### config.mk
export PLATFORM = sky130hd
export DESIGN_NAME = muldiv_unit_flat
export DESIGN_NICKNAME = d
export VERILOG_FILES = /design/src/rtl/muldiv_if.sv /design/src/rtl/muldiv_unit.sv /design/src/flat_wrapper.sv
export SDC_FILE = /design/constraint.sdc
export NUM_CORES = 1
export LEC_CHECK = 0
export ABC_AREA = 1
export CELL_PAD_IN_SITES_DETAIL_PLACEMENT = 2
export CELL_PAD_IN_SITES_GLOBAL_PLACEMENT = 2
export CORE_UTILIZATION = 32
export DETAILED_ROUTE_END_ITERATION = 10
export PLACE_DENSITY_LB_ADDON = 0.25
export SYNTH_ARGS = -nofsm -noshare
export SYNTH_HDL_FRONTEND = slang
export SYNTH_SLANG_ARGS = --single-unit
### constraint.sdc
create_clock -name clk -period 3.3 [get_ports clk]
set_input_delay 0.99 -clock clk [delete_from_list [all_inputs] [get_ports clk]]
set_output_delay 0.99 -clock clk [all_outputs]
set_load 0.05 [all_outputs]
### src/rtl/muldiv_if.sv
// muldiv_if: request and writeback bundle for muldiv_unit.
//   master : issuing stage (drives valid_in/funct3/op_a/op_b/rd_in,
//            observes ready_in/busy and the writeback port)
//   slave  : muldiv_unit
//   valid_in/ready_in : request handshake, accept when both high
//   funct3            : RV32M operation select
//   op_a/op_b         : rs1/rs2 values
//   rd_in             : destination register
//   busy              : unit is not idle
//   wb_we/wb_rd/wb_wd : one-cycle writeback to the register file
interface muldiv_if #(
    parameter int XLEN = 32
);
    logic            valid_in;
    logic            ready_in;
    logic [2:0]      funct3;
    logic [XLEN-1:0] op_a;
    logic [XLEN-1:0] op_b;
    logic [4:0]      rd_in;
    logic            busy;
    logic            wb_we;
    logic [4:0]      wb_rd;
    logic [XLEN-1:0] wb_wd;

    modport master (
        output valid_in, funct3, op_a, op_b, rd_in,
        input  ready_in, busy, wb_we, wb_rd, wb_wd
    );

    modport slave (
        input  valid_in, funct3, op_a, op_b, rd_in,
        output ready_in, busy, wb_we, wb_rd, wb_wd
    );
endinterface

### src/rtl/muldiv_unit.sv
// muldiv_unit: iterative RV32M multiply/divide unit. One operation at a
// time; 32 shift-add or restoring-divide iterations on operand magnitudes,
// then a sign/special-case fixup, then a one-cycle writeback pulse.
// Ports:
//   clk  : rising-edge clock
//   rst  : synchronous active-high reset
//   bus  : muldiv_if.slave (request handshake, operands, writeback)
// Build option: MULDIV_EARLY_OUT_EN - divide-by-zero, signed overflow and
//   zero operands go straight to DONE on accept (1-cycle latency).
//
// state | meaning
// IDLE  | waiting for a request, ready_in high
// CALC  | 32 iterations, count 0..31
// FIX   | apply signs / special cases, load writeback data
// DONE  | wb_we pulse (unless rd==0)
module muldiv_unit #(
    parameter int XLEN = 32
) (
    input  logic     clk,
    input  logic     rst,
    muldiv_if.slave  bus
);
    typedef enum logic [1:0] {IDLE, CALC, FIX, DONE} state_t;

    localparam logic [2:0] F_MUL    = 3'b000;
    localparam logic [2:0] F_MULH   = 3'b001;
    localparam logic [2:0] F_MULHSU = 3'b010;
    localparam logic [2:0] F_MULHU  = 3'b011;
    localparam logic [2:0] F_DIV    = 3'b100;
    localparam logic [2:0] F_DIVU   = 3'b101;
    localparam logic [2:0] F_REM    = 3'b110;
    localparam logic [2:0] F_REMU   = 3'b111;

    localparam logic [XLEN-1:0] ALL_ONES = '1;
    localparam logic [XLEN-1:0] INT_MIN  = {1'b1, {(XLEN-1){1'b0}}};

    state_t          state, state_nxt;
    logic [4:0]      count;
    logic [2:0]      f3_q;
    logic [4:0]      rd_q;
    logic            sign_a, sign_b, div_zero, div_ovf;
    logic [XLEN-1:0] a_raw, opnd, acc_hi, acc_lo;

    logic            accept;
    logic            sgn_a_in, sgn_b_in, dz_in, ovf_in;
    logic [XLEN-1:0] abs_a, abs_b;
    logic            early_go;
    logic [XLEN-1:0] early_res;

    logic [XLEN:0]   mul_sum;
    logic [XLEN:0]   div_shift;
    logic            div_ge;
    logic [XLEN-1:0] div_sub;
    logic [2*XLEN-1:0] prod, prod_fix;
    logic [XLEN-1:0] quo_fix, rem_fix, res;

    assign accept   = bus.valid_in && bus.ready_in;
    assign sgn_a_in = bus.op_a[XLEN-1] && (bus.funct3 == F_MULH || bus.funct3 == F_MULHSU ||
                                           bus.funct3 == F_DIV  || bus.funct3 == F_REM);
    assign sgn_b_in = bus.op_b[XLEN-1] && (bus.funct3 == F_MULH || bus.funct3 == F_DIV ||
                                           bus.funct3 == F_REM);
    assign abs_a    = sgn_a_in ? -bus.op_a : bus.op_a;
    assign abs_b    = sgn_b_in ? -bus.op_b : bus.op_b;
    assign dz_in    = bus.funct3[2] && (bus.op_b == '0);
    assign ovf_in   = (bus.funct3 == F_DIV || bus.funct3 == F_REM) &&
                      (bus.op_a == INT_MIN) && (bus.op_b == ALL_ONES);

`ifdef MULDIV_EARLY_OUT_EN
    // A zero operand gives 0 for every op except the divide-by-zero cases,
    // which take priority.
    assign early_go = dz_in || ovf_in || (bus.op_a == '0) || (bus.op_b == '0);
    always_comb begin
        early_res = '0;
        if (dz_in)
            early_res = bus.funct3[1] ? bus.op_a : ALL_ONES;
        else if (ovf_in)
            early_res = bus.funct3[1] ? '0 : INT_MIN;
    end
`else
    assign early_go  = 1'b0;
    assign early_res = '0;
`endif

    // Shift-add: low half starts as the multiplier and shifts out as the
    // product's low half shifts in.
    assign mul_sum   = {1'b0, acc_hi} + (acc_lo[0] ? {1'b0, opnd} : '0);
    // Restoring divide: the partial remainder is always below the divisor,
    // so a 32-bit difference is exact whenever the subtraction is taken.
    assign div_shift = {acc_hi, acc_lo[XLEN-1]};
    assign div_ge    = div_shift >= {1'b0, opnd};
    assign div_sub   = div_shift[XLEN-1:0] - opnd;

    assign prod     = {acc_hi, acc_lo};
    assign prod_fix = (sign_a ^ sign_b) ? -prod : prod;
    assign quo_fix  = (sign_a ^ sign_b) ? -acc_lo : acc_lo;
    assign rem_fix  = sign_a ? -acc_hi : acc_hi;

    always_comb begin
        res = '0;
        case (f3_q)
            F_MUL:                      res = prod_fix[XLEN-1:0];
            F_MULH, F_MULHSU, F_MULHU:  res = prod_fix[2*XLEN-1:XLEN];
            F_DIV, F_DIVU:              res = div_zero ? ALL_ONES : (div_ovf ? INT_MIN : quo_fix);
            F_REM, F_REMU:              res = div_zero ? a_raw : (div_ovf ? '0 : rem_fix);
            default:                    res = '0;
        endcase
    end

    always_ff @(posedge clk) begin
        if (rst)
            state <= IDLE;
        else
            state <= state_nxt;
    end

    always_comb begin
        state_nxt = state;
        case (state)
            IDLE: if (accept) state_nxt = early_go ? DONE : CALC;
            CALC: if (count == 5'd31) state_nxt = FIX;
            FIX:  state_nxt = DONE;
            DONE: state_nxt = IDLE;
            default: state_nxt = IDLE;
        endcase
    end

    always_comb begin
        bus.busy     = (state != IDLE);
        bus.ready_in = (state == IDLE) && !rst;
    end

    always_ff @(posedge clk) begin
        if (rst) begin
            count      <= '0;
            f3_q       <= '0;
            rd_q       <= '0;
            sign_a     <= 1'b0;
            sign_b     <= 1'b0;
            div_zero   <= 1'b0;
            div_ovf    <= 1'b0;
            a_raw      <= '0;
            opnd       <= '0;
            acc_hi     <= '0;
            acc_lo     <= '0;
            bus.wb_we  <= 1'b0;
            bus.wb_rd  <= '0;
            bus.wb_wd  <= '0;
        end else begin
            bus.wb_we <= 1'b0;
            case (state)
                IDLE: if (accept) begin
                    f3_q     <= bus.funct3;
                    rd_q     <= bus.rd_in;
                    sign_a   <= sgn_a_in;
                    sign_b   <= sgn_b_in;
                    div_zero <= dz_in;
                    div_ovf  <= ovf_in;
                    a_raw    <= bus.op_a;
                    count    <= '0;
                    acc_hi   <= '0;
                    if (bus.funct3[2]) begin
                        acc_lo <= abs_a;
                        opnd   <= abs_b;
                    end else begin
                        acc_lo <= abs_b;
                        opnd   <= abs_a;
                    end
                    if (early_go) begin
                        bus.wb_we <= (bus.rd_in != '0);
                        bus.wb_rd <= bus.rd_in;
                        bus.wb_wd <= early_res;
                    end
                end
                CALC: begin
                    count <= count + 5'd1;
                    if (f3_q[2]) begin
                        acc_hi <= div_ge ? div_sub : div_shift[XLEN-1:0];
                        acc_lo <= {acc_lo[XLEN-2:0], div_ge};
                    end else begin
                        acc_hi <= mul_sum[XLEN:1];
                        acc_lo <= {mul_sum[0], acc_lo[XLEN-1:1]};
                    end
                end
                FIX: begin
                    bus.wb_we <= (rd_q != '0);
                    bus.wb_rd <= rd_q;
                    bus.wb_wd <= res;
                end
                default: ;
            endcase
        end
    end
endmodule

### src/flat_wrapper.sv
// flat-port wrapper written by rule: the top's interface ports become plain ports
module muldiv_unit_flat 
#(
    parameter int XLEN = 32
)
  (clk, rst, bus_valid_in, bus_funct3, bus_op_a, bus_op_b, bus_rd_in, bus_ready_in, bus_busy, bus_wb_we, bus_wb_rd, bus_wb_wd);
  muldiv_if #(.XLEN(XLEN)) bus_i ();
  input  logic clk;
  input  logic rst;
  input wire logic [$bits(bus_i.valid_in)-1:0] bus_valid_in;
  input wire logic [$bits(bus_i.funct3)-1:0] bus_funct3;
  input wire logic [$bits(bus_i.op_a)-1:0] bus_op_a;
  input wire logic [$bits(bus_i.op_b)-1:0] bus_op_b;
  input wire logic [$bits(bus_i.rd_in)-1:0] bus_rd_in;
  output wire logic [$bits(bus_i.ready_in)-1:0] bus_ready_in;
  output wire logic [$bits(bus_i.busy)-1:0] bus_busy;
  output wire logic [$bits(bus_i.wb_we)-1:0] bus_wb_we;
  output wire logic [$bits(bus_i.wb_rd)-1:0] bus_wb_rd;
  output wire logic [$bits(bus_i.wb_wd)-1:0] bus_wb_wd;
  assign bus_i.valid_in = bus_valid_in;
  assign bus_i.funct3 = bus_funct3;
  assign bus_i.op_a = bus_op_a;
  assign bus_i.op_b = bus_op_b;
  assign bus_i.rd_in = bus_rd_in;
  assign bus_ready_in = bus_i.ready_in;
  assign bus_busy = bus_i.busy;
  assign bus_wb_we = bus_i.wb_we;
  assign bus_wb_rd = bus_i.wb_rd;
  assign bus_wb_wd = bus_i.wb_wd;
  muldiv_unit #(.XLEN(XLEN)) u_core (.clk(clk), .rst(rst), .bus(bus_i));
endmodule
======== Yosys cells after proc, flatten, opt, wreduce, memory -nomap -nowiden ========
Cells that the tools add are included.
word-level totals
  input port bits ......................... 75
  output and inout bits ................... 40
  register bits after elaboration ......... 185
  word-level logic and storage cells ...... 97
cells by class
  bitwise gates (word level) .............. 2
  add/subtract/negate cells ............... 8
  equal/unequal tests ..................... 19
  $lt $le $gt $ge ......................... 1
  mux-type cells .......................... 25
  reduce and logical (&&, ||, !) cells .... 27
operators by type and width
  operator              number
  $mux 32               16
  $neg 32->32           4
  $pmux 32 s2           2
  $pmux 32 s4           1
  $eq 32x32->1 const B  2
  $mux 64               1
  $neg 64->64           1
  $add 32x33->33        1
  $ge 33x32->1          1
  $logic_not 32->1      1
  $sub 32x32->32        1
  $eq 3x3->1 const B    6
  $pmux 5 s2            1
  $eq 3x2->1 const B    3
  $pmux 2 s4            1
  $logic_and 1x1->1     7
  $eq 3x1->1 const B    2
  $logic_or 1x1->1      6
  $reduce_and 2->1      3
  $reduce_or 2->1       3
  $add 5x1->5 const B   1
  $eq 5x5->1 const B    1
  $mux 5                1
  $reduce_bool 5->1     1
  11 further kinds      15

======== Longest topological paths before layout ========
  depth in word-level cells ............... 9
  mapped depth ............................ 21
  gate-level depth less buffers ........... 19

======== Least setup slack after synthesis ========
OpenSTA, ideal clock, no wires.
  kind .................................... in2reg
  start point ............................. input port rst
  end point ............................... register u_core.acc_hi[18]
  setup time .............................. 70 ps
  arrival ................................. 2834 ps
  path buffers ............................ 1
  stages .................................. 10
  data required time ...................... 3230 ps
  path slack .............................. 396 ps
  cell sequence ........................... nor2_1 -> nand2_1 -> inv_2 -> nor2_1 -> nor2_2 -> inv_1 -> clkbuf_1 -> o21ai_0 -> nand3_1 -> a21oi_1
between the ends
  word-level cells in the longest chain between the ends .. 5
ends and longest elaborated chain
  item                               line                source
  start: declaration                 flat_wrapper.sv:9   input logic rst;
  $logic_not 1->1                    muldiv_unit.sv:129  bus.ready_in = (state == IDLE) && !rst;
  $logic_and 1x1->1                  muldiv_unit.sv:129
  $logic_and 1x1->1                  muldiv_unit.sv:57   assign accept = bus.valid_in && bus.ready_in;
  $ne 2x1->1 (no source line)        --
  $reduce_and 2->1 (no source line)  --
  end signal: assignment             muldiv_unit.sv:177  acc_hi <= div_ge ? div_sub : div_shift[XLEN-1:0];
  end signal: assignment             muldiv_unit.sv:180  acc_hi <= mul_sum[XLEN:1];
  end: declaration                   muldiv_unit.sv:42   logic [XLEN-1:0] a_raw, opnd, acc_hi, acc_lo;
Several ways; a longest one is shown, not always the timed one.
A chain may end at the register's enable or synchronous reset.

======== Worst setup path after layout ========
  start point ............................. register u_core.acc_lo[0]
  end point ............................... register u_core.acc_hi[29]
between the ends
  word-level cells in the longest chain between the ends .. 4
ends and longest elaborated chain
  item                      line                source
  start: declaration        muldiv_unit.sv:42
  start signal: assignment  muldiv_unit.sv:162  acc_lo <= abs_a;
  start signal: assignment  muldiv_unit.sv:165  acc_lo <= abs_b;
  start signal: assignment  muldiv_unit.sv:178  acc_lo <= {acc_lo[XLEN-2:0], div_ge};
  $mux 32                   muldiv_unit.sv:86   assign mul_sum = {1'b0, acc_hi} + (acc_lo[0] ? {1'b0, opnd} : '0);
  $add 32x33->33            muldiv_unit.sv:86
  $mux 32                   muldiv_unit.sv:176  if (f3_q[2]) begin
  $pmux 32 s2               muldiv_unit.sv:150  case (state)
No other way between the ends.

==> flow_metrics.tcl <==
set metrics [dict create \
    status "finished, violations left" \
    post-synth-top-count-cell "nand2_1" \
    reg2reg_slack_ns 0.11 \
    cp.required_ns 3.67 \
    fmax_mhz 314 \
    dr.pass1.iters 8 \
    tightest_slew_ns 1.15 \
    areaGrowthSynthToFinish_pct 18.8 \
    power_mw 15.7 \
    ys_seq_elements 185 \
    grt_pass1_vias 26614 \
    leakagePower_nw 11.2 \
    vias_per_cell 5.75 \
    ios 115 \
    dpl_cell_area_mm2 0.0222 \
    drv_slew 0 \
    gp_congestion 1.01 \
    synth.net_count 3595 \
    die_y_um 247 \
    synthCells 3443 \
    setup_viol 0 \
    critical_path.max_fanout 7 \
    dp_hpwl_um 98100 \
    clock_skew_ns 0.0224 \
    synth_cell_types 58 \
    setup_tns_ns 0 \
    yosysTopAreaCell "nand2_1" \
    period_minus_slack_ns 3.19 \
    synth_commonest_cells "nand2_1, inv_1, nor2_1" \
    h-tree-depth 4 \
    hold_depth 2 \
    root_buffer "clkbuf_16" \
    drt_wl_total_um 118000 \
    synth_area_mm2 0.0192 \
    final_nets 3775 \
    timing_hold_violations_final 0 \
    rows 89 \
    worstRegToRegCells 16 \
    io_buffers 114 \
    drt-initial-drc-count 1807 \
    cts_buffer_depth 2 \
    drive_gt1_share_pct 8.03 \
    wire_per_inst_um 26.8 \
    yosysWarnings 0 \
    grt_pass1_wl_um 174000 \
    crit_arrival_ns 3.56 \
    core_area_mm2 0.0591 \
    grt_max_degree 89 \
    cts_buffers 17 \
    maxCapViolCount 0 \
    drtAntennaViolNets 0 \
    failed_checks "design-rule violations" \
    grt_use_total_pct 38.7 \
    final_cell_area_mm2 0.0228 \
    path_clk_slew_ns 0.10 \
    ctsResizeCount 0 \
    crit_path_end_kind "register" \
    endpoint "u_core.acc_hi[29]" \
    yosysSeqAreaShare_pct 19.3 \
    die_w_um 247 \
    via_count 25368 \
    start_util_pct 32.5 \
    critPathLaunch "u_core.acc_lo[0]" \
    clock_latency_ns 0.53 \
    critPathKind "register to register" \
    worstReg2RegEnd "u_core.acc_hi[29]" \
    synth_top_area_share_pct 19.7 \
    synth_edf_count 0 \
    cellPowerDensity_mw_per_mm2 686 \
    period_share_pct 96.6 \
    cts_sinks 185 \
    grt_overflow_total 0 \
    hold_buffers 0 \
    cts_setup_buffers 0 \
    antenna_found_initial 5 \
    peakVddDrop_mv 0.545 \
    async_reset_ff_share_pct 0 \
    worstSetupStartpointType "register" \
    cts_tree "built" \
    synth.avg_cell_area_um2 5.58 \
    fp.dieArea_mm2 0.0610 \
    worstReg2RegStart "u_core.acc_lo[0]" \
    max-slew-margin-rel_pct 23.6 \
    ys.flop_type "dfxtp_1" \
    grt_setup_unrepaired "false" \
    hp-class "register to register" \
    route.detailed.drc 16 \
    synth_area_leaders "nand2_1, dfxtp_1, nand3_1" \
]
-- worst min path at each step --
stage               slack (ns)              endpoint                  from
floorplan                 0.42      u_core.a_raw[15]      u_core.a_raw[15]
global placement          0.45        u_core.rd_q[0]        u_core.rd_q[0]
detailed placement        0.46  u_core.bus.wb_wd[27]  u_core.bus.wb_wd[27]
CTS                       0.48  u_core.bus.wb_wd[27]  u_core.bus.wb_wd[27]
global route              0.49  u_core.bus.wb_wd[27]  u_core.bus.wb_wd[27]
finish                    0.48  u_core.bus.wb_wd[27]  u_core.bus.wb_wd[27]
-- state kept, by name (all words and copies together) (netlist names), 3 cells and up --
| name | flops |
|---|---|
| u_core.acc_hi | 32 |
| u_core.bus.wb_rd | 5 |
| u_core.acc_lo | 32 |
| u_core.rd_q | 5 |
| u_core.opnd | 32 |
| u_core.a_raw | 32 |
| u_core.count | 5 |
| u_core.f3_q | 3 |
| u_core.bus.wb_wd | 32 |
-- logic make-up after synthesis --
| kind of cell | count (synthesis) | share of synthesized area (%) |
|---|---|---|
| XOR/XNOR | 83 | 3.79 |
| flip-flops | 185 | 19.3 |
| AND/OR/NAND/NOR | 1869 | 41.6 |
| buffers and inverters | 580 | 11.8 |
| adder cells (fa/ha/maj) | 77 | 5.10 |
| AO/OA/AOI/OAI | 649 | 18.4 |
-- placed cells by master, fill, tap and decap left out, drive strengths merged, types with 14 or more instances in the layout --
| master | count |
|---|---|
| buf | 176 |
| nor3 | 33 |
| or2 | 14 |
| dfxtp | 185 |
| xnor2 | 21 |
| nand2 | 1025 |
| nand3b | 14 |
| a21oi | 245 |
| inv | 459 |
| nand3 | 334 |
| xor2 | 62 |
| clkdlybuf4s50 | 111 |
| nor2 | 370 |
| nand4 | 65 |
| o21bai | 15 |
| clkbuf | 17 |
| ha | 75 |
| o21ai | 298 |
| o211ai | 49 |
-- layout make-up --
| type | count | area (µm²) |
|---|---|---|
| Sequential cell | 185 | 3700 |
| Clock buffer | 17 | 425 |
| Clock inverter | 15 | 239 |
| Multi-Input combinational cell | 2678 | 13200 |
| Antenna cell | 1 | 2.50 |
| Tap cell | 773 | 967 |
| Fill cell | 7584 | 36300 |
| Timing Repair Buffer | 288 | 2530 |
| Inverter | 453 | 1710 |
-- critical path, cell delays in order, from the launching register on --
cell and delay [ns]:
dfxtp_1 0.58, nand2_1 0.11, inv_1 0.07, ha_1 0.24, inv_1 0.08, fa_1 0.44
o21ai_0 0.28, buf_4 0.18, nand2_1 0.05, nand2_1 0.12, nand2_1 0.10, nand2_1 0.18
nand3b_1 0.14, nand3_1 0.10, nand3_1 0.16, nand3_1 0.15, a21oi_1 0.07
-- power by group --
part | switching [mW] | total, mW | internal (mW)
clock | 1.34 | 2.43 | 1.09
sequential | 0.539 | 3.20 | 2.66
combinational | 7.21 | 10.0 | 2.83
-- layer usage --
metal | vias to the layer above | wire [µm] | track usage, %
li1 | 11542 | - | -
met1 | 12696 | 52100 | 51.5
met2 | 887 | 52100 | 61.1
met3 | 237 | 7880 | 5.22
met4 | 6 | 6240 | 19.2
met5 | - | 36 | 0
-- stage by stage --
stage / util (%) / hold slack (ns) / instances / worst slack (ns)
2_1_floorplan: - / 0.425 / 3443 / 0.396
3_3_place_gp: 37.5 / 0.448 / 4377 / -0.224
3_5_place_dp: 37.5 / 0.462 / 4377 / -0.348
4_1_cts: 38.6 / 0.477 / 4409 / 0.0283
5_1_grt: 38.6 / 0.490 / 4409 / 0.0192
6_report: 38.6 / 0.475 / 4410 / 0.112
Power figures use the tool's default switching activity.
